### config.mk
export PLATFORM = sky130hd
export DESIGN_NAME = dda_axis_sched
export DESIGN_NICKNAME = d
export VERILOG_FILES = /design/src/rtl/dda_pkg.sv /design/src/rtl/dda_cmd_fifo.sv /design/src/rtl/dda_axis_sched.sv
export SDC_FILE = /design/constraint.sdc
export NUM_CORES = 1
export LEC_CHECK = 0
export CAP_MARGIN = 10
export CORE_MARGIN = 3
export CORE_UTILIZATION = 55
export CTS_CLUSTER_SIZE = 10
export DETAILED_ROUTE_END_ITERATION = 6
export PLACE_DENSITY = 0.75
export SLEW_MARGIN = 20
export SYNTH_ARGS = -nofsm -noshare
export SYNTH_HDL_FRONTEND = slang
export SYNTH_HIERARCHICAL = 1
export SYNTH_SLANG_ARGS = --single-unit
### constraint.sdc
create_clock -name clk -period 4.6 [get_ports clk]
set_clock_uncertainty 0.15 [all_clocks]
set_input_delay 0.92 -clock clk [delete_from_list [all_inputs] [get_ports clk]]
set_output_delay 0.92 -clock clk [all_outputs]
set_load 0.1 [all_outputs]
### src/rtl/dda_pkg.sv
// Shared constants, command layout and FSM encoding for the dda scheduler.
// Optional position tracking in the top is enabled by DDA_POS_TRACK_EN.
package dda_pkg;

  localparam int NMAX1   = 49;
  localparam int STEP_W  = 8;
  localparam int DIR_BIT = 7;
  localparam int MAG_MSB = 6;

  typedef enum logic [1:0] {
    IDLE,
    WAIT,
    LOAD,
    RUN
  } state_t;

  typedef struct packed {
    logic [STEP_W-1:0] y;
    logic [STEP_W-1:0] x;
  } cmd_t;

  function automatic logic step_over(input logic [STEP_W-1:0] c);
    return c[MAG_MSB:0] > 7'(NMAX1);
  endfunction

  function automatic logic [STEP_W-1:0] clamp_step(
    input logic [STEP_W-1:0] c
  );
    if (step_over(c)) return {c[DIR_BIT], 7'(NMAX1)};
    return c;
  endfunction

endpackage

### src/rtl/dda_cmd_fifo.sv
// Synchronous command FIFO with occupancy count.
// Pushes while full and pops while empty are ignored.
module dda_cmd_fifo
  import dda_pkg::*;
#(
  parameter int DEPTH = 8,
  parameter int W     = 16,
  localparam int AW   = $clog2(DEPTH)
) (
  input  logic         clk,
  input  logic         rst,
  input  logic         push,
  input  logic [W-1:0] din,
  input  logic         pop,
  output logic [W-1:0] dout,
  output logic         full,
  output logic         empty,
  output logic [AW:0]  level
);

  logic [W-1:0]  r_mem [DEPTH];
  logic [AW-1:0] r_wp;
  logic [AW-1:0] r_rp;
  logic [AW:0]   r_level;
  logic          w_push;
  logic          w_pop;

  assign full   = (r_level == (AW+1)'(DEPTH));
  assign empty  = (r_level == '0);
  assign w_push = push && !full;
  assign w_pop  = pop && !empty;
  assign dout   = r_mem[r_rp];
  assign level  = r_level;

  always_ff @(posedge clk) begin
    if (w_push) r_mem[r_wp] <= din;
  end

  always_ff @(posedge clk) begin
    if (rst) begin
      r_wp    <= '0;
      r_rp    <= '0;
      r_level <= '0;
    end else begin
      if (w_push) r_wp <= r_wp + 1'b1;
      if (w_pop)  r_rp <= r_rp + 1'b1;
      case ({w_push, w_pop})
        2'b10:   r_level <= r_level + 1'b1;
        2'b01:   r_level <= r_level - 1'b1;
        default: r_level <= r_level;
      endcase
    end
  end

endmodule

### src/rtl/dda_axis_sched.sv
// Per-period X/Y dda load scheduler with command FIFO and sticky errors.
// DDA_POS_TRACK_EN adds signed 24-bit position outputs pos_x/pos_y.
module dda_axis_sched
  import dda_pkg::*;
#(
  parameter int PERIOD_CLKS = 20000,
  parameter int WR_CLKS     = 2,
  parameter int DEPTH       = 8,
  localparam int LW         = $clog2(DEPTH) + 1
) (
  input  logic              clk,
  input  logic              rst,
  input  logic              enable,
  input  logic [15:0]       cmd_data,
  input  logic              cmd_valid,
  output logic              cmd_ready,
  output logic              wr,
  output logic [STEP_W-1:0] n_x,
  output logic [STEP_W-1:0] n_y,
  input  logic              busy_x,
  input  logic              busy_y,
  output logic [LW-1:0]     fifo_level,
  output logic              running,
  output logic              err_under,
  output logic              err_late,
  output logic              err_clamp,
  input  logic              err_clr
`ifdef DDA_POS_TRACK_EN
  ,
  output logic signed [23:0] pos_x,
  output logic signed [23:0] pos_y
`endif
);

  localparam int CW = (PERIOD_CLKS > 1) ? $clog2(PERIOD_CLKS) : 1;
  localparam int WW = $clog2(WR_CLKS + 1);

  state_t            r_state;
  state_t            w_next;
  logic [CW-1:0]     r_cnt;
  logic [WW-1:0]     r_wcnt;
  logic              r_rdy_en;
  logic [STEP_W-1:0] r_nx;
  logic [STEP_W-1:0] r_ny;
  logic              r_eu;
  logic              r_el;
  logic              r_ec;

  logic              w_tick;
  logic              w_load;
  logic              w_pop;
  logic              w_push;
  logic              w_full;
  logic              w_empty;
  logic [15:0]       w_dout;
  cmd_t              w_cmd;
  logic [STEP_W-1:0] w_cx;
  logic [STEP_W-1:0] w_cy;
  logic              w_clamp;

  assign w_tick    = (r_cnt == CW'(PERIOD_CLKS - 1));
  assign w_load    = enable && (r_state == WAIT) && w_tick;
  assign w_pop     = w_load && !w_empty;
  assign cmd_ready = r_rdy_en && !w_full;
  assign w_push    = cmd_valid && cmd_ready;

  assign w_cmd   = cmd_t'(w_dout);
  assign w_cx    = clamp_step(w_cmd.x);
  assign w_cy    = clamp_step(w_cmd.y);
  assign w_clamp = w_pop && (step_over(w_cmd.x) || step_over(w_cmd.y));

  // Gated combinationally so reset or disable cuts a pulse immediately
  assign wr        = (r_state == LOAD) && enable && !rst;
  assign running   = (r_state != IDLE);
  assign n_x       = r_nx;
  assign n_y       = r_ny;
  assign err_under = r_eu;
  assign err_late  = r_el;
  assign err_clamp = r_ec;

  dda_cmd_fifo #(
    .DEPTH (DEPTH),
    .W     (16)
  ) u_fifo (
    .clk   (clk),
    .rst   (rst),
    .push  (w_push),
    .din   (cmd_data),
    .pop   (w_pop),
    .dout  (w_dout),
    .full  (w_full),
    .empty (w_empty),
    .level (fifo_level)
  );

  always_ff @(posedge clk) begin
    if (rst) r_rdy_en <= 1'b0;
    else     r_rdy_en <= 1'b1;
  end

  always_ff @(posedge clk) begin
    if (rst || !enable) r_cnt <= '0;
    else if (w_tick)    r_cnt <= '0;
    else                r_cnt <= r_cnt + 1'b1;
  end

  always_ff @(posedge clk) begin
    if (rst) r_state <= IDLE;
    else     r_state <= w_next;
  end

  always_comb begin
    w_next = r_state;
    if (!enable) begin
      w_next = IDLE;
    end else begin
      unique case (r_state)
        IDLE: w_next = WAIT;
        WAIT: if (w_tick) w_next = LOAD;
        LOAD: if (r_wcnt == WW'(WR_CLKS - 1)) w_next = RUN;
        RUN:  w_next = WAIT;
        default: w_next = IDLE;
      endcase
    end
  end

  always_ff @(posedge clk) begin
    if (rst || r_state != LOAD) r_wcnt <= '0;
    else                        r_wcnt <= r_wcnt + 1'b1;
  end

  // An empty-FIFO load keeps each axis direction with zero steps
  always_ff @(posedge clk) begin
    if (rst) begin
      r_nx <= '0;
      r_ny <= '0;
    end else if (w_pop) begin
      r_nx <= w_cx;
      r_ny <= w_cy;
    end else if (w_load) begin
      r_nx <= {r_nx[DIR_BIT], 7'd0};
      r_ny <= {r_ny[DIR_BIT], 7'd0};
    end
  end

  always_ff @(posedge clk) begin
    if (rst) begin
      r_eu <= 1'b0;
      r_el <= 1'b0;
      r_ec <= 1'b0;
    end else begin
      r_eu <= (w_load && w_empty) || (r_eu && !err_clr);
      r_el <= (w_load && (busy_x || busy_y)) || (r_el && !err_clr);
      r_ec <= w_clamp || (r_ec && !err_clr);
    end
  end

`ifdef DDA_POS_TRACK_EN
  function automatic logic signed [23:0] step_val(
    input logic [STEP_W-1:0] s
  );
    logic signed [23:0] m;
    m = 24'(s[MAG_MSB:0]);
    return s[DIR_BIT] ? -m : m;
  endfunction

  logic signed [23:0] r_px;
  logic signed [23:0] r_py;

  always_ff @(posedge clk) begin
    if (rst) begin
      r_px <= '0;
      r_py <= '0;
    end else if (w_pop) begin
      r_px <= r_px + step_val(w_cx);
      r_py <= r_py + step_val(w_cy);
    end
  end

  assign pos_x = r_px;
  assign pos_y = r_py;
`else
  // Position tracking is not built in this configuration
`endif

endmodule
Yosys cells after proc, flatten, opt, wreduce, memory -nomap -nowiden
Memory sizes are Yosys's and may differ from the RTL's. A register that Yosys moved wholly into a read port is not among the register bits.
Index checks and enable logic that the tools add are counted.
- add/sub/neg operators: 6
- order comparisons: 2
- equality and inequality tests: 11
- multiplexer cells: 18
- bitwise logic cells: 1
- reduce and logical (&&, ||, !) cells: 36
- operators with widths (cell ; number):
    $mux 8 ; 6
    $add 15x1->15 const B ; 1
    $eq 15x15->1 const B ; 1
    $logic_and 1x1->1 ; 15
    $gt 7x6->1 const B ; 2
    $pmux 4 s2 ; 1
    $logic_or 1x1->1 ; 7
    $mux 7 ; 1
    $add 3x1->3 const B ; 2
    $eq 2x1->1 const B ; 3
    $eq 2x2->1 const B ; 3
    $mux 3 ; 2
    $pmux 2 s3 ; 1
    $reduce_bool 2->1 ; 3
    $reduce_or 2->1 ; 3
    $logic_not 1->1 ; 5
    $mux 1 ; 5
    $add 4x1->4 const B ; 1
    $eq 4x4->1 const B ; 1
    $logic_not 4->1 ; 1
    $mux 2 ; 2
    $ne 2x2->1 const B ; 2
    $sub 4x1->4 const B ; 1
    $add 2x1->2 const B ; 1
    other kinds (4) ; 4
- register bits: 49
- memory bits (writable): 128
- bits of input ports: 23
- output and inout bits: 26
- word-level logic and storage cells: 89
- memories: 1
- memory list (memory ; depth ; bits a word ; read ports ; clocked after memory_dff ; wr ports ; line ; text):
    u_fifo.r_mem ; 8 ; 16 ; 1 ; 1 ; 1 ; dda_cmd_fifo.sv:21 ; logic [W-1:0] r_mem [DEPTH];

Depth between registers and ports, before layout
- depth after elaboration: 7
- mapped depth: 14

Modules after synthesis
The synthesis kept the hierarchy.
- by module, submodules not included (module ; times used ; cells each ; area an instance (um2) ; seq. area each (um2)):
    dda_cmd_fifo ; 1 ; 259 ; 5515.3 ; 4103.9
    dda_axis_sched ; 1 ; 178 ; 1669.1 ; 780.7

Least setup slack after synthesis
OpenSTA, ideal clock, no wires.
- kind: reg-to-reg
- start point: register u_fifo.r_level[0] (netlist: u_fifo/level[0])
- end point: memory u_fifo.r_mem[0][0] (enable)
- setup time: 0.430 ns
- arrival: 4.973 ns
- slack: -0.954 ns
- stages on the path, launching flop included: 8
- path buffers: 1
- period minus slack after synthesis: 5.554 ns
- cell sequence: dfxtp_1 -> or4b_4 -> buf_6 -> inv_1 -> nor2b_1 -> and2_1 -> nand2_8 -> nor4_1
- word-level cells in the longest chain between the ends: 7
- RTL lines (item ; line ; text):
    start: declaration ; dda_cmd_fifo.sv:24 ; logic [AW:0] r_level;
    start signal: assignment ; dda_cmd_fifo.sv:48 ; 2'b10: r_level <= r_level + 1'b1;
    start signal: assignment ; dda_cmd_fifo.sv:49 ; 2'b01: r_level <= r_level - 1'b1;
    start signal: assignment ; dda_cmd_fifo.sv:50 ; default: r_level <= r_level;
    $eq 4x4->1 ; dda_cmd_fifo.sv:28 ; assign full = (r_level == (AW+1)'(DEPTH));
    named net w_full ; dda_axis_sched.sv:53 ; logic w_full;
    $logic_not 1->1 ; dda_axis_sched.sv:64 ; assign cmd_ready = r_rdy_en && !w_full;
    $logic_and 1x1->1 ; dda_axis_sched.sv:64 ;
    named net cmd_ready ; dda_axis_sched.sv:16 ; output logic cmd_ready,
    $logic_and 1x1->1 ; dda_axis_sched.sv:65 ; assign w_push = cmd_valid && cmd_ready;
    named net w_push ; dda_axis_sched.sv:52 ; logic w_push;
    $logic_and 1x1->1 ; dda_cmd_fifo.sv:30 ; assign w_push = push && !full;
    $mux 1 ; dda_cmd_fifo.sv:36 ; if (w_push) r_mem[r_wp] <= din;
    $mux 1 (not written as such) ; dda_cmd_fifo.sv:36 ;
    end: declaration ; dda_cmd_fifo.sv:21 ;
The timed path passes the listed nets, and every way through them passes these cells.

Final worst setup path
- start point: register u_fifo.r_level[1] (netlist: u_fifo/level[1])
- end point: output port cmd_ready
- word-level cells in the longest chain between the ends: 3
- RTL lines (item ; line):
    $eq 4x4->1 ; dda_cmd_fifo.sv:28
    named net w_full ; dda_axis_sched.sv:53
    $logic_not 1->1 ; dda_axis_sched.sv:64
    $logic_and 1x1->1 ; dda_axis_sched.sv:64
    end: declaration ; dda_axis_sched.sv:16
The timed path passes the listed nets, and every way through them passes these cells.

==> impl_results.md <==
- Final Setup Violations: 0
- Fmax: 275 MHz
- Drt total wl: 13300 um
- Worst Tran Pin Value: 0.980 ns
- Cell Rows: 41
- Run status: finished, final reports clean
- Gr usage total: 0.198
- Hold-fix buffers, CTS: 0
- Worst Path Required: 3.53 ns
- Total grt overflow: 0
- Core area: 12700 um^2
- Synthesized instance count: 437
- EDFF count, synth: 128
- Initial core utilization: 0.567
- Syn avg cell area: 16.4 um^2
- Diodes inserted: 0
- VDD IR max: 0.348 mV
- Final hold violation count: 0
- Post-Syn Area: 7180 um^2
- Pins Over Slew Limit: 0
- Layout fillers: 840
- Worst path slowest cell: clkdlybuf4s50_1
- Fin area: 8470 um^2
- Slew HR: 0.345
- Hold crit path type: register to register
- Synth unique cells: 55
- Share of layout cells above drive strength 1: 0.233
- Sequential area share after synthesis: 0.680
- CTS tree: built
- Clk sinks: 180
- Resized cells post-CTS: 0
- DIE HEIGHT: 120 um
- Fin crit share: 0.792
- Initial antenna violation count: 0
- Startpoint type of the worst setup path: register
- Routed vias/inst: 5.68
- Top FF cell, synth: edfxtp_1
- DRC Markers: 0
- # nets final: 534
- Die X: 120 um
- Critical-path cell list: or4b_4 -> inv_1 -> nor2b_2 -> clkdlybuf4s50_1
- Most frequent cells in the layout: edfxtp_1 (128), dfxtp_1 (51), clkdlybuf4s50_1 (47)
- Largest net degree at the start of global routing: 33
- Num CTS Buffers: 17
- Unrepaired setup endpoints after global routing: no
- Initial DRC count: 354
- Area after DPL: 7900 um^2
- WL per Instance: 19.5 um
- Root Buffer: clkbuf_16
- Port-buffer cells: 48
- Crit Path Class: register to output pin
- PD cells: 386 nW/um^2
- Worst-path clk slew: 0.07 ns
- Final GP Congestion: 0.786
- Max-Cap Viols: 0
- Clock latency on the worst-skew pair: 0.44 ns
- Area Overhead vs Synth: 17.9%
- Seq cells post-synth: 180
- H-tree depth: 4
- Die area: 14500 um^2
- Pre-Repair DR Iteration Count: 4
- Vias: 3898
- Pleak: 2.75 nW
- Crit end category: output pin
- First-pass GRT wire length: 21500 um
- Synth warn: 6
- Antenna Violating Nets Remaining: 0
- IO Count: 49
- Final min period: 3.64 ns
- Final setup TNS: 0 ns
- Async set-reset flop share out of synthesis: 0
- Vias in the first global route: 3941
- CP peak stage delay: 0.96 ns
- Most common library cell in the layout ignoring fill and taps: edfxtp_1
- CP Max Fanout: 9
- CTS Buffer Depth: 2
- Setup bufs post-CTS: 0
- Syn nets: 470
- Arr. time, crit path: 2.57 ns
- CP Buf/Inv Count: 2
- Hpwl dp: 8570 um
- Critical path's top delay family: buffers and inverters
[sequential cells by signal, summed over array words and instances, names as in the netlist, named ones only]
register	count
u_fifo/r_mem	128
r_cnt	15
n_x	8
n_y	8
u_fifo/level	4
u_fifo/r_rp	3
u_fifo/r_wp	3
r_state	2
r_wcnt	2
err_clamp	1
err_late	1
err_under	1
r_rdy_en	1
[layer usage]
layer  vias to the layer above  share of wire  GRT usage
met5                         -              0          0
met4                         0         0.0087     0.0531
met3                         9          0.067     0.0655
met2                        94           0.50      0.326
met1                      1982           0.43      0.258
li1                       1813              -          -
[kinds of logic (layout without fill, tap and decap cells)]
logic type | count (synthesis) | in the layout | share of synthesized area
DFF | 180 | 180 | 0.680
xor gates and xnor gates | 20 | 20 | 0.0254
muxes | 51 | 51 | 0.130
and+or+nand+nor | 112 | 112 | 0.0871
adders and majority gates | 10 | 10 | 0.0174
buffers and inverters | 28 | 105 | 0.0223
AOI/OAI and AO/OA | 36 | 36 | 0.0381
[final cells by class]
cell class,count,area [um^2],share of cell area
flip-flops and latches,180,4890,0.577
multi-input cells,229,2180,0.257
repair buffers,61,576,0.0680
clock buffers,22,485,0.0573
well taps,172,215,0.0254
clock inverters,10,82.6,0.00975
inverters,12,45.0,0.00532
[synth_stat cells, types with 3 or more instances]
cell type | n | area [um^2]
a21oi_1 | 10 | 50.1
a22o_2 | 4 | 40.0
buf_1 | 4 | 15.0
buf_6 | 7 | 78.8
clkbuf_1 | 3 | 11.3
dfxtp_1 | 52 | 1040
edfxtp_1 | 128 | 3840
ha_1 | 10 | 125
inv_1 | 11 | 41.3
mux2_2 | 17 | 191
mux4_2 | 32 | 721
nand2_1 | 11 | 41.3
nand2b_1 | 3 | 18.8
nand3_1 | 10 | 50.1
nand4_1 | 5 | 31.3
nor2_1 | 42 | 158
nor2b_1 | 3 | 18.8
nor3_1 | 8 | 40.0
nor4_1 | 7 | 43.8
o21ai_0 | 4 | 20.0
o2bb2ai_1 | 6 | 52.6
o31ai_1 | 3 | 22.5
xnor2_1 | 12 | 105
xor2_1 | 7 | 61.3
[path summary, 6_finish.rpt]
check	startpoint	endpoint	slack [ns]	cells after the start
setup / recovery	u_fifo/level[1]$_SDFFE_PP0P_	cmd_ready	0.96	4
hold / removal	r_wcnt[0]$_SDFF_PP0_	r_wcnt[0]$_SDFF_PP0_	0.27	1
setup reg to reg	r_cnt[0]$_SDFF_PP0_	u_fifo/level[2]$_SDFFE_PP0P_	1.42	13
hold reg to reg	r_wcnt[0]$_SDFF_PP0_	r_wcnt[0]$_SDFF_PP0_	0.27	1
[per-stage QoR]
stage / power (W) / instances / hold slack, ns / utilization / setup slack, ns
3_5_place_dp: 0.00192 / 654 / 0.262 / 0.623 / 0.780
3_3_place_gp: 0.00192 / 654 / 0.256 / 0.623 / 0.847
5_1_grt: 0.00336 / 686 / 0.297 / 0.668 / 0.890
4_1_cts: 0.00329 / 686 / 0.271 / 0.668 / 0.934
6_report: 0.00327 / 686 / 0.266 / 0.668 / 0.958
2_1_floorplan: 0.00186 / 437 / 0.247 / - / 0.0243
[worst reg2reg max path: stages (launching register included)]
cell and delay [ns]:
dfxtp_1 0.37, ha_1 0.22, and3_1 0.29, and4_4 0.31
nand2_1 0.10, nor2_1 0.11, o41a_1 0.28, ha_1 0.31
xor2_1 0.17, ha_1 0.16, a21oi_1 0.05, xor2_1 0.16
or3_1 0.31, a21oi_1 0.14
[report_power, final]
| group | switching [W] | internal, W |
|---|---|---|
| Combinational | 0.0000788 | 0.0000472 |
| Clock | 0.000613 | 0.000765 |
| Sequential | 0.0000104 | 0.00175 |
Power figures use the tool's default switching activity.
